## src/rtl/clock_group_reset_sequencer.sv

```systemverilog
// clock_group_reset_sequencer
// Drives the per-member resets of one clock group. Selected members are held
// in reset for HOLD_CYCLES, then released one at a time in ascending index
// order, with GAP_CYCLES between releases. Power-on runs a boot sequence over
// all members; software can later re-reset any subset through io_req_*.
// Optional feature: define CLOCK_GROUP_SEQ_CLKGATE_EN to gate the clocks of the
// masked members for two cycles around the reset assert and release points.
// Without it the gating states are never entered and clk_en is tied high.
module clock_group_reset_sequencer #(
    parameter int NUM_MEMBERS = 4,
    parameter int HOLD_CYCLES = 16,
    parameter int GAP_CYCLES  = 4,
    parameter int CNT_W       = 8
) (
    input  logic                   clock,
    input  logic                   reset,
    input  logic                   io_req_valid,
    output logic                   io_req_ready,
    input  logic [NUM_MEMBERS-1:0] io_req_mask,
    output logic                   io_done,
    output logic                   io_busy,
    output logic [2:0]             io_state,
    output logic [NUM_MEMBERS-1:0] auto_out_member_reset,
    output logic [NUM_MEMBERS-1:0] auto_out_member_clk_en
);

    typedef enum logic [2:0] {
        S_IDLE    = 3'd0,
        S_GATE_A  = 3'd1,
        S_HOLD    = 3'd2,
        S_GATE_R  = 3'd3,
        S_RELEASE = 3'd4,
        S_GAP     = 3'd5,
        S_DONE    = 3'd6
    } state_t;

`ifdef CLOCK_GROUP_SEQ_CLKGATE_EN
    localparam bit GATE_EN = 1'b1;
`else
    localparam bit GATE_EN = 1'b0;
`endif

    localparam logic [CNT_W-1:0] HOLD_LAST = CNT_W'(HOLD_CYCLES - 1);
    localparam logic [CNT_W-1:0] GAP_LAST  = CNT_W'(GAP_CYCLES - 1);
    localparam logic [CNT_W-1:0] GATE_LAST = CNT_W'(1);

    state_t                   state;
    state_t                   state_next;
    logic [CNT_W-1:0]         cnt;
    logic                     counting;
    logic                     accept;
    logic [NUM_MEMBERS-1:0]   active_mask;
    logic [NUM_MEMBERS-1:0]   member_rst_q;
    logic [NUM_MEMBERS-1:0]   lowest_bit;

    assign accept     = io_req_valid && (state == S_IDLE);
    assign lowest_bit = active_mask & (~active_mask + NUM_MEMBERS'(1));
    assign counting   = (state == S_HOLD) || (state == S_GAP) ||
                        (state == S_GATE_A) || (state == S_GATE_R);

    // State register and dwell counter; the counter restarts on every state change
    always_ff @(posedge clock or posedge reset) begin
        if (reset) begin
            state <= S_HOLD;
            cnt   <= '0;
        end else begin
            state <= state_next;
            if (state_next != state)
                cnt <= '0;
            else if (counting)
                cnt <= cnt + CNT_W'(1);
        end
    end

    // Next-state decode: dwell states leave when the counter hits its last cycle
    always_comb begin
        state_next = state;
        case (state)
            S_IDLE: begin
                if (accept) begin
                    if (io_req_mask == '0)
                        state_next = S_DONE;
                    else
                        state_next = GATE_EN ? S_GATE_A : S_HOLD;
                end
            end
            S_GATE_A:  if (cnt == GATE_LAST) state_next = S_HOLD;
            S_HOLD:    if (cnt == HOLD_LAST) state_next = GATE_EN ? S_GATE_R : S_RELEASE;
            S_GATE_R:  if (cnt == GATE_LAST) state_next = S_RELEASE;
            S_RELEASE: state_next = (active_mask != '0) ? S_GAP : S_DONE;
            S_GAP:     if (cnt == GAP_LAST) state_next = S_RELEASE;
            S_DONE:    state_next = S_IDLE;
            default:   state_next = S_IDLE;
        endcase
    end

    // Member resets: set on accept, cleared lowest-first as each release is entered
    always_ff @(posedge clock or posedge reset) begin
        if (reset) begin
            active_mask  <= '1;
            member_rst_q <= '1;
        end else if (accept && (io_req_mask != '0)) begin
            active_mask  <= io_req_mask;
            member_rst_q <= member_rst_q | io_req_mask;
        end else if (state_next == S_RELEASE) begin
            active_mask  <= active_mask & ~lowest_bit;
            member_rst_q <= member_rst_q & ~lowest_bit;
        end
    end

    assign auto_out_member_reset = member_rst_q;

`ifdef CLOCK_GROUP_SEQ_CLKGATE_EN
    logic [NUM_MEMBERS-1:0] gate_mask;
    logic [NUM_MEMBERS-1:0] clk_en_q;

    assign gate_mask = (state == S_IDLE) ? io_req_mask : active_mask;

    // Clock enables drop for the masked members exactly while in a gating state
    always_ff @(posedge clock or posedge reset) begin
        if (reset)
            clk_en_q <= '1;
        else if ((state_next == S_GATE_A) || (state_next == S_GATE_R))
            clk_en_q <= ~gate_mask;
        else
            clk_en_q <= '1;
    end

    assign auto_out_member_clk_en = clk_en_q;
`else
    assign auto_out_member_clk_en = '1;
`endif

    // Status outputs decoded from the current state
    always_comb begin
        io_req_ready = (state == S_IDLE);
        io_busy      = (state != S_IDLE);
        io_done      = (state == S_DONE);
        io_state     = state;
    end

endmodule

```

## config.mk

```make
export PLATFORM = sky130hd
export DESIGN_NAME = clock_group_reset_sequencer
export DESIGN_NICKNAME = d
export VERILOG_FILES = /design/src/rtl/clock_group_reset_sequencer.sv
export SDC_FILE = /design/constraint.sdc
export NUM_CORES = 1
export LEC_CHECK = 0
export ABC_AREA = 1
export CORE_ASPECT_RATIO = 1.2
export CORE_MARGIN = 3
export CORE_UTILIZATION = 53
export DETAILED_ROUTE_END_ITERATION = 8
export PLACE_DENSITY_LB_ADDON = 0.2
export SLEW_MARGIN = 20
export SYNTH_ARGS = -nofsm -noshare
export SYNTH_HDL_FRONTEND = slang
export SYNTH_SLANG_ARGS = --single-unit
```

## constraint.sdc

```tcl
create_clock -name clock -period 1.98 [get_ports clock]
set_input_delay 0.594 -clock clock [delete_from_list [all_inputs] [get_ports clock]]
set_output_delay 0.594 -clock clock [all_outputs]
set_load 0.02 [all_outputs]
```

==> run metrics, run 1 <==
Synth Area per Inst 7.514 um2; filler instances ~230; initial antenna violation count 0; sequential-to-total area share from yosys stat 37.01%; Die W a little over 50 um; Netlist cell types 29; drt total wl between 2 and 2.5 mm; Max Freq 520.2 MHz; routed vias/inst 4.897; clock tree sinks 19; top-area cell type share of the netlist area between 10% and 20%; setup_tns 0 ns; worst setup margin 0.05755 ns; status finished, final reports clean; gr usage total between 15 and 20%; largest net degree at the start of global routing 20; Antenna diodes 0; Placed Instance Area 0.001529 mm2; Root Driver clkbuf_4; CP Data Required Time about 1.4 ns; fin crit period ~1.9 ns; worst ir drop on vdd around 900 uV; Top-Level Pins 21; worst-path cell chain buf_4, nor2_4, nand2_4, clkdlybuf4s15_2; Core ar. 0.002330 mm2; number of synthesized flops with an enable pin 0; fraction of layout cells with a size suffix above 1 23.38%; pre-CTS setup slack -0.1269 ns; TritonRoute pass-1 iters 4; cell taking the most area after synthesis dfrtp_1; Finish-stage setup viols 0; Max Root-Sink Buffers 2; wire per inst between 10 and 15 um; DR iter-0 viols 24; Syn Inst Count around 180; critical path startpoint category flip-flop; CTS tree done; Layout Nets 211; Crit path max-delay family flip-flops; non-filler cells, final 232; Max H-tree Level 1; P per Cell Area approximately 1400 mW/mm2; drt drc 0; PortBufs 16; FF+latch count, synth 19; CP max stage cell dfstp_2; most common cell in the synthesized netlist nand2_1; mapped cell area between 0.001 and 0.0015 mm2; Initial Utilization around 56%; total grt overflow 0; Final Hold Viols 0; Layout Utilization around 67%; via count of the first global-routing pass between 1000 and 1500; placed cell count between 200 and 250; placer congestion estimate around 0.87; first-pass GRT wire length between 4 and 5 mm; Max stage delay on crit path 0.55 ns; max cap viols 0; Crit Path Category flip-flop to output pin; Post-synth top cells nand2_1, inv_1, nor2_1; num rows 19; final slew viol count 0; Seq. cell area roughly 490 um2; Max Clock Skew between 0.004 and 0.005 ns; Hold WC Path Type flip-flop to flip-flop; HPWL Detailed between 1.5 and 2 mm; post-route ant nets 0; asr flop ratio synth 100.0%; area of the multi-input gates 685.7 um2; Die ar. about 0.0031 mm2; Area Growth Syn to Fin 18.36%; ys flop type dfrtp_1; Die Ht 60.57 um; YS warnings 0; worst skew pair latency roughly 0.29 ns; design area 0.001556 mm2; Vias 1136; top post-synthesis cells by area dfrtp_1, dfstp_2, nand2_1, inv_1, nor2_1; RSZ-0062 raised after global routing no; Num CTS Buffers 3; fin crit share between 90% and 100%; CP bufs+invs 2; Setup crit end kind output pin; clock slew at reported path FFs 0.10 ns; worst path arrival time 1.33 ns; Critical Path Fanout Max 3; leakage power total around 0.00082 uW
registers in the layout, indices dropped and copies added, names as in the netlist:
signal and count:
io_state 3, cnt 8, auto_out_member_reset 4, active_mask 4
timing repair:
item / CTS / global route
gates cloned: 0 / 0
setup endpoints to repair: 9 / 3
buffers inserted: 2 / 0
hold buffers: 0 / 0
resized for setup: 15 / 3
worst min-delay path: cells and delay by family, from the launching register on:
family / cells / cell delay, ns
simple gates: 2 / 0.13
flops: 1 / 0.41
metrics by stage:
stage | power, uW | hold WS (ns)
final | 2175 | 0.5239
after global routing | 2371 | 0.5727
after CTS | 2203 | 0.5278
after detailed placement | 2019 | 0.5145
after global placement | 1988 | 0.5029
after floorplan | 1627 | 0.4860
logic make-up (layout without fill, tap and decap cells):
family / after synthesis / after routing / share of synthesized area (%)
XOR/XNOR: 8 / 8 / 5.900
AO/OA/AOI/OAI: 7 / 7 / 3.901
flip-flops: 19 / 19 / 37.01
buffers and inverters: 35 / 58 / 11.70
other: 1 / 4 / 0.2852
AND/OR/NAND/NOR: 103 / 103 / 39.30
adder cells (fa/ha/maj): 2 / 2 / 1.903
area by class of cell:
cell class                      count  share of cell area [%]
Clock buffer                        4                   1.688
Inverter                           30                   7.235
Multi-Input combinational cell    124                   44.05
Sequential cell                    19                   31.27
Tap cell                           31                   2.492
Timing Repair Buffer               24                   13.26
worst paths after layout:
check / to / cells after the start / slack, ns / startpoint
worst max-delay path: io_busy / 4 / 0.06 / io_state[1]
min in group asynchronous: io_state[2] / 3 / 0.61 / reset
worst min-delay path: active_mask[1] / 2 / 0.52 / active_mask[1]
worst max register to register: cnt[5] / 10 / 0.26 / cnt[1]
worst min register to register: active_mask[1] / 2 / 0.52 / active_mask[1]
max in group asynchronous: active_mask[3] / 3 / 1.10 / reset
routing by layer:
| metal | part of all wire [%] | GRT usage (%) | up-vias |
|---|---|---|---|
| met1 | 46 | 22.05 | 528 |
| met2 | 49 | 32.00 | 29 |
| met3 | 3.7 | 2.211 | 4 |
| met5 | 0 | 0 | - |
| li1 | - | - | 575 |
| met4 | 1.6 | 5.618 | 0 |
power breakdown:
group | switching [uW] | internal, uW | total [uW]
sequential | 90.4 | 554 | 644
combinational | 853 | 486 | 1340
clock | 113 | 78.4 | 192
total | 1060 | 1120 | 2180
layout by cell type (no fill, tap or decap), types with 3 or more instances in the layout:
cell,n
clkdlybuf4s50_1,6
nand2_1,38
dfrtp_1,10
clkbuf_4,3
conb_1,4
nand2_2,4
dlygate4sd2_1,6
nor2_2,5
inv_1,28
nor3_1,3
dfstp_2,9
buf_4,8
nand3_1,17
nor2_1,25
nor2_4,4
xor2_1,7
No activity file was read; power rests on OpenSTA's default activity.
==> run 2, diff against run 1 <==
--- a/config.mk
+++ b/config.mk
@@ -6,9 +6,10 @@
 export NUM_CORES = 1
 export LEC_CHECK = 0
 export ABC_AREA = 1
-export CORE_ASPECT_RATIO = 1.2
+export CORE_ASPECT_RATIO = 1.1
 export CORE_MARGIN = 3
-export CORE_UTILIZATION = 53
+export CORE_UTILIZATION = 50
+export CTS_CLUSTER_DIAMETER = 40
 export DETAILED_ROUTE_END_ITERATION = 8
 export PLACE_DENSITY_LB_ADDON = 0.2
 export SLEW_MARGIN = 20
==> run 2 against run 1 <==
  * Combinational power hardly changed
  * Final cell count shrank 0.43%
  * Critical path depth down 1
==> run metrics, run 2 (synthesis gave the netlist of run 1 again) <==
Num CTS Buffers 3 (unchanged); drt drc 0 (unchanged); final hold slack 0.5329 ns (was 0.5239 ns); leakage power total 0.0008151 uW (was 0.0008244 uW); Vias 1115 (was 1136); fraction of layout cells with a size suffix above 1 22.89% (was 23.38%); Clk pwr share 9.0% (was 8.8%); Critical Path Fanout Max 4 (was 3); DR iter-0 viols 22 (was 24); Top-Level Pins 21 (unchanged); worst ir drop on vdd 889.5 uV (was 898.6 uV); Reg-to-Reg Start io_state[1] (was cnt[1]); setup_tns 0 ns (unchanged); largest net degree at the start of global routing 12 (was 20); critical path startpoint category flip-flop (unchanged); Layout Nets 211 (unchanged); Die ar. 0.003282 mm2 (was 0.003117 mm2); Layout Utilization 66.35% (was 66.81%); final slew viol count 0 (unchanged); max reg flops 8 (unchanged); fin crit period 1.914 ns (was 1.922 ns); net switching power 1070 uW (was 1056 uW); Die Ht 59.79 um (was 60.57 um); Crit path max-delay family flip-flops (unchanged); Hold WC Path Type flip-flop to flip-flop (unchanged); placer congestion estimate 0.8023 (was 0.8721); max cap viols 0 (unchanged); WHS Path Cells 2 (unchanged); wire per inst 11.29 um (was 10.68 um); fin crit share 96.65% (was 97.09%); first-pass GRT wire length 4.595 mm (was 4.243 mm); Max Clock Skew 0.005674 ns (was 0.004563 ns); Pint 1127 uW (was 1119 uW); Area Growth Syn to Fin 19.31% (was 18.36%); largest register by flop count cnt (unchanged); worst-path cell chain nand2_1, nor2_1, clkdlybuf4s15_2 (was buf_4, nor2_4, nand2_4, clkdlybuf4s15_2); commonest non-fill, non-tap cell in the layout nand2_1 (unchanged); worst skew pair latency 0.30 ns (was 0.29 ns); status finished, final reports clean (unchanged); CP max stage cell dfstp_2 (unchanged); Max stage delay on crit path 0.59 ns (was 0.55 ns); PortBufs 16 (unchanged); R2R Setup Slk 0.23 ns (was 0.26 ns); Setup crit end kind output pin (unchanged); Max Root-Sink Buffers 2 (unchanged); worst path arrival time 1.32 ns (was 1.33 ns); most frequent cells in the layout nand2_1, inv_1, nor2_1 (unchanged); gr usage total 19.26% (was 17.74%); RSZ-0062 raised after global routing no (unchanged); clock tree sinks 19 (unchanged); total grt overflow 0 (unchanged); routed vias/inst 4.827 (was 4.897); Logic pwr share 61.4% (was 61.6%); hold path endpoint active_mask[1] (unchanged); filler instances 208 (was 233); switching share of power 48.70% (was 48.57%); Root Driver clkbuf_4 (unchanged); HP Start active_mask[1] (unchanged); CP bufs+invs 1 (was 2); Antenna diodes 0 (unchanged); Finish-stage setup viols 0 (unchanged); initial antenna violation count 0 (unchanged); num rows 18 (was 19); Initial Utilization 55.61% (was 56.44%); worst reg2reg path endpoint cnt[7] (was cnt[5]); Max H-tree Level 1 (unchanged); clock slew at reported path FFs 0.11 ns (was 0.10 ns); P per Cell Area 1401 mW/mm2 (was 1398 mW/mm2); Crit Path Category flip-flop to output pin (unchanged); Reg2Reg Depth 10 (unchanged); Die W 54.90 um (was 51.47 um); TritonRoute pass-1 iters 6 (was 4); via count of the first global-routing pass 1134 (was 1037); HPWL Detailed 2.109 mm (was 1.937 mm); drt total wl 2.609 mm (was 2.478 mm); CTS tree done (unchanged); Final Hold Viols 0 (unchanged); post-route ant nets 0 (unchanged); Max Freq 522.6 MHz (was 520.2 MHz); sequential power share 29.7% (was 29.6%); Core ar. 0.002365 mm2 (was 0.002330 mm2); CP Data Required Time 1.39 ns (about the same)
run 2: layout make-up:
type | count | area (um2) | share of cell area, %
inverters | 30 | 112.6 | 7.177
multi-input cells | 124 | 685.7 | 43.70
clock buffers | 4 | 26.28 | 1.675
flip-flops and latches | 19 | 486.7 | 31.02
repair buffers | 24 | 220.2 | 14.04
well taps | 30 | 37.54 | 2.392
run 2: what timing repair did:
item / in CTS / in global routing
setup buffers: 0 / 1
endpoints found under the setup margin: 10 / 3
resized for setup: 12 / 3
endpoints found under the hold margin: 0 / 0
hold buffers: 0 / 0
run 2: how the worst max path moves through the flow:
stage	startpoint	to	slack, ns	cells after the start
floorplan	io_state[1]	io_done	0.33	2
global placement	io_req_mask[3]	auto_out_member_reset[0]	-0.09	10
detailed placement	io_req_mask[3]	auto_out_member_reset[0]	-0.14	10
CTS	io_state[1]	io_req_ready	0.007	4
global route	io_state[1]	io_done	0.006	3
finish	io_state[1]	io_done	0.07	3
run 2: power groups by stage:
stage | clock network (uW) | registers [uW] | logic (uW)
finish | 197 | 652 | 1350
global route | 220 | 673 | 1500
global placement | 0 | 658 | 1360
detailed placement | 0 | 663 | 1400
floorplan | 0 | 728 | 899
CTS | 203 | 656 | 1340
run 2: worst register-to-register path, delay by kind of cell (launching register included):
kind                      cells  cell delay [ns]
DFF                           1             0.59
AOI/OAI and AO/OA             1             0.11
buffers and inverters         2             0.17
and+or+nand+nor               6             0.66
xor gates and xnor gates      1             0.16
run 2: per-stage QoR:
| step | instances | setup slack (ns) | total power (uW) | cell area [um2] |
|---|---|---|---|---|
| floorplan | 178 | 0.3251 | 1627 | 1326 |
| global placement | 226 | -0.08666 | 2019 | 1548 |
| detailed placement | 226 | -0.1441 | 2061 | 1548 |
| CTS | 230 | 0.006998 | 2202 | 1564 |
| global route | 231 | 0.005623 | 2390 | 1569 |
| finish | 231 | 0.06637 | 2198 | 1569 |
run 2: per-layer routing:
metal	share of wire (%)	routed length [um]	global-route usage, %
met4	1.5	39	7.292
met3	4.7	122	2.993
met5	0	0	0
met2	50	1305	34.12
met1	44	1142	22.75
==> run 3, diff against run 2 <==
--- a/config.mk
+++ b/config.mk
@@ -6,9 +6,11 @@
 export NUM_CORES = 1
 export LEC_CHECK = 0
 export ABC_AREA = 1
+export CELL_PAD_IN_SITES_DETAIL_PLACEMENT = 0
+export CELL_PAD_IN_SITES_GLOBAL_PLACEMENT = 1
 export CORE_ASPECT_RATIO = 1.1
 export CORE_MARGIN = 3
-export CORE_UTILIZATION = 50
+export CORE_UTILIZATION = 38
 export CTS_CLUSTER_DIAMETER = 40
 export DETAILED_ROUTE_END_ITERATION = 8
 export PLACE_DENSITY_LB_ADDON = 0.2
==> run 3 against run 2 <==
  * Global-route usage down 5.2 points
  * Clock skew up 0.0031 ns
  * Non-clock buffer count up 2
  * Sequential power down 0.6%
  * Final cell count up 7.8%
  * Routed wire length down 2.9%
  * Design area up 1.5%
  * Critical path depth up 1
  * Critical endpoint unchanged
==> run metrics, run 3 (synthesis gave the netlist of run 1 again) <==
status finished, final reports clean (unchanged); Die Ht 67.70 um (was 59.79 um); worst path arrival time 1.26 ns (was 1.32 ns); worst skew pair latency 0.29 ns (was 0.30 ns); Pint 1148 uW (was 1127 uW); R2R Setup Slk 0.25 ns (was 0.23 ns); critical path startpoint category flip-flop (unchanged); Root Driver clkbuf_4 (unchanged); Crit path max-delay family flip-flops (unchanged); Max H-tree Level 1 (unchanged); placed cell count 244 (was 226); commonest non-fill, non-tap cell in the layout nand2_1 (unchanged); fraction of layout cells with a size suffix above 1 24.14% (was 22.89%); worst setup margin 0.1247 ns (was 0.06637 ns); WHS Path Cells 2 (unchanged); initial antenna violation count 0 (unchanged); hold path endpoint active_mask[1] (unchanged); Crit Path Category flip-flop to output pin (unchanged); Antenna diodes 0 (unchanged); total grt overflow 0 (unchanged); max reg flops 8 (unchanged); RSZ-0062 raised after global routing no (unchanged); Logic pwr share 61.8% (was 61.4%); gr usage total 14.07% (was 19.26%); net switching power 1059 uW (was 1070 uW); non-filler cells, final 249 (was 231); worst reg2reg path endpoint cnt[4] (was cnt[7]); Max Freq 539.0 MHz (was 522.6 MHz); final slew viol count 0 (unchanged); drt total wl 2.533 mm (was 2.609 mm); worst ir drop on vdd 605.1 uV (was 889.5 uV); Setup crit end kind output pin (unchanged); P per Cell Area 1386 mW/mm2 (was 1401 mW/mm2); Layout Utilization 50.10% (was 66.35%); Die W 62.09 um (was 54.90 um); CP bufs+invs 2 (was 1); drt drc 0 (unchanged); fin crit period 1.855 ns (was 1.914 ns); num rows 21 (was 18); Core ar. 0.003179 mm2 (was 0.002365 mm2); Initial Utilization 41.36% (was 55.61%); switching share of power 47.98% (was 48.70%); HP Start active_mask[1] (unchanged); Area Growth Syn to Fin 21.12% (was 19.31%); via count of the first global-routing pass 1002 (was 1134); routed vias/inst 4.301 (was 4.827); wire per inst 10.17 um (was 11.29 um); Clk pwr share 8.8% (was 9.0%); placer congestion estimate 0.8529 (was 0.8023); largest register by flop count cnt (unchanged); Reg2Reg Depth 10 (unchanged); Hold WC Path Type flip-flop to flip-flop (unchanged); Max stage delay on crit path 0.57 ns (was 0.59 ns); Critical Path Fanout Max 3 (was 4); clock tree sinks 19 (unchanged); CP Data Required Time 1.39 ns (about the same); largest net degree at the start of global routing 20 (was 12); worst-path cell chain buf_12, nand2_1, nor2_1, buf_2 (was nand2_1, nor2_1, clkdlybuf4s15_2); Vias 1071 (was 1115); leakage power total 0.0008253 uW (was 0.0008151 uW); pre-CTS setup slack -0.1310 ns (was -0.1441 ns); Reg-to-Reg Start io_state[1] (unchanged); Layout Nets 213 (was 211); CP max stage cell dfstp_2 (unchanged); TritonRoute pass-1 iters 4 (was 6); Max Root-Sink Buffers 2 (unchanged); first-pass GRT wire length 4.367 mm (was 4.595 mm); sequential power share 29.4% (was 29.7%); most frequent cells in the layout nand2_1, inv_1, nor2_1 (unchanged); HPWL Detailed 2.064 mm (was 2.109 mm); Die ar. 0.004203 mm2 (was 0.003282 mm2); CTS tree done (unchanged); post-route ant nets 0 (unchanged); Final Hold Viols 0 (unchanged); CTS hold repair buffers 0 (unchanged); fin crit share 93.70% (was 96.65%); DR iter-0 viols 35 (was 22); Num CTS Buffers 3 (unchanged); PortBufs 16 (unchanged); Max Clock Skew 0.008798 ns (was 0.005674 ns); Finish-stage setup viols 0 (unchanged); power after layout 2207 uW (was 2198 uW); max cap viols 0 (unchanged); Top-Level Pins 21 (unchanged); clock slew at reported path FFs 0.11 ns (about the same); filler instances 332 (was 208)
-- run 3: changes by cell type in the layout (fill, tap and decap cells not counted), sizes merged --
cell / previous run / this run
clkbuf: 5 / 4
buf: 8 / 13
clkdlybuf4s15: 2 / 0
-- run 3: power groups by stage --
| stage | registers (uW) | clock network [uW] | logic (uW) |
|---|---|---|---|
| 6_report | 648 | 194 | 1360 |
| 5_1_grt | 667 | 227 | 1540 |
| 4_1_cts | 650 | 208 | 1410 |
| 3_5_place_dp | 667 | 0 | 1400 |
| 3_3_place_gp | 660 | 0 | 1390 |
| 2_1_floorplan | 728 | 0 | 899 |
-- run 3: worst min-delay path: cells and delay by family, from the launching register on --
kind / cells / cell delay (ns)
flops: 1 / 0.41
simple gates: 2 / 0.13
-- run 3: what timing repair did --
item | CTS | global route
gates resized for setup | 16 | 3
setup endpoints to repair | 10 | 3
buffers inserted | 1 | 0
-- run 3: worst max path at each step --
stage / start / endpoint / slack, ns / depth (start not counted)
floorplan: io_state[1] / io_done / 0.33 / 2
CTS: io_state[1] / io_done / -0.002 / 4
global placement: io_req_mask[3] / auto_out_member_reset[0] / -0.09 / 10
detailed placement: io_req_mask[3] / auto_out_member_reset[0] / -0.13 / 10
global route: io_state[1] / io_done / 0.05 / 4
finish: io_state[1] / io_done / 0.12 / 4
-- run 3: per-layer routing --
| layer | track usage, % | part of all wire (%) |
|---|---|---|
| met1 | 20.52 | 52 |
| met2 | 19.82 | 42 |
| met3 | 3.059 | 4.4 |
| met4 | 5.570 | 0.83 |
| met5 | 0 | 0 |
-- run 3: final cells by class --
| cell class | instances | area, um2 | area share (%) |
|---|---|---|---|
| Timing Repair Buffer | 26 | 224.0 | 14.06 |
| Sequential cell | 19 | 486.7 | 30.56 |
| Multi-Input combinational cell | 124 | 685.7 | 43.05 |
| Clock buffer | 4 | 26.28 | 1.650 |
| Tap cell | 46 | 57.56 | 3.614 |
| Inverter | 30 | 112.6 | 7.070 |
-- run 3: metrics by stage --
stage	TNS [ns]	hold slack (ns)	cell area (um2)
2_1_floorplan	0	0.4860	1326
3_3_place_gp	-0.6059	0.5027	1570
3_5_place_dp	-0.8338	0.5190	1570
4_1_cts	-0.001945	0.5388	1612
5_1_grt	0	0.5749	1593
6_report	0	0.5328	1593
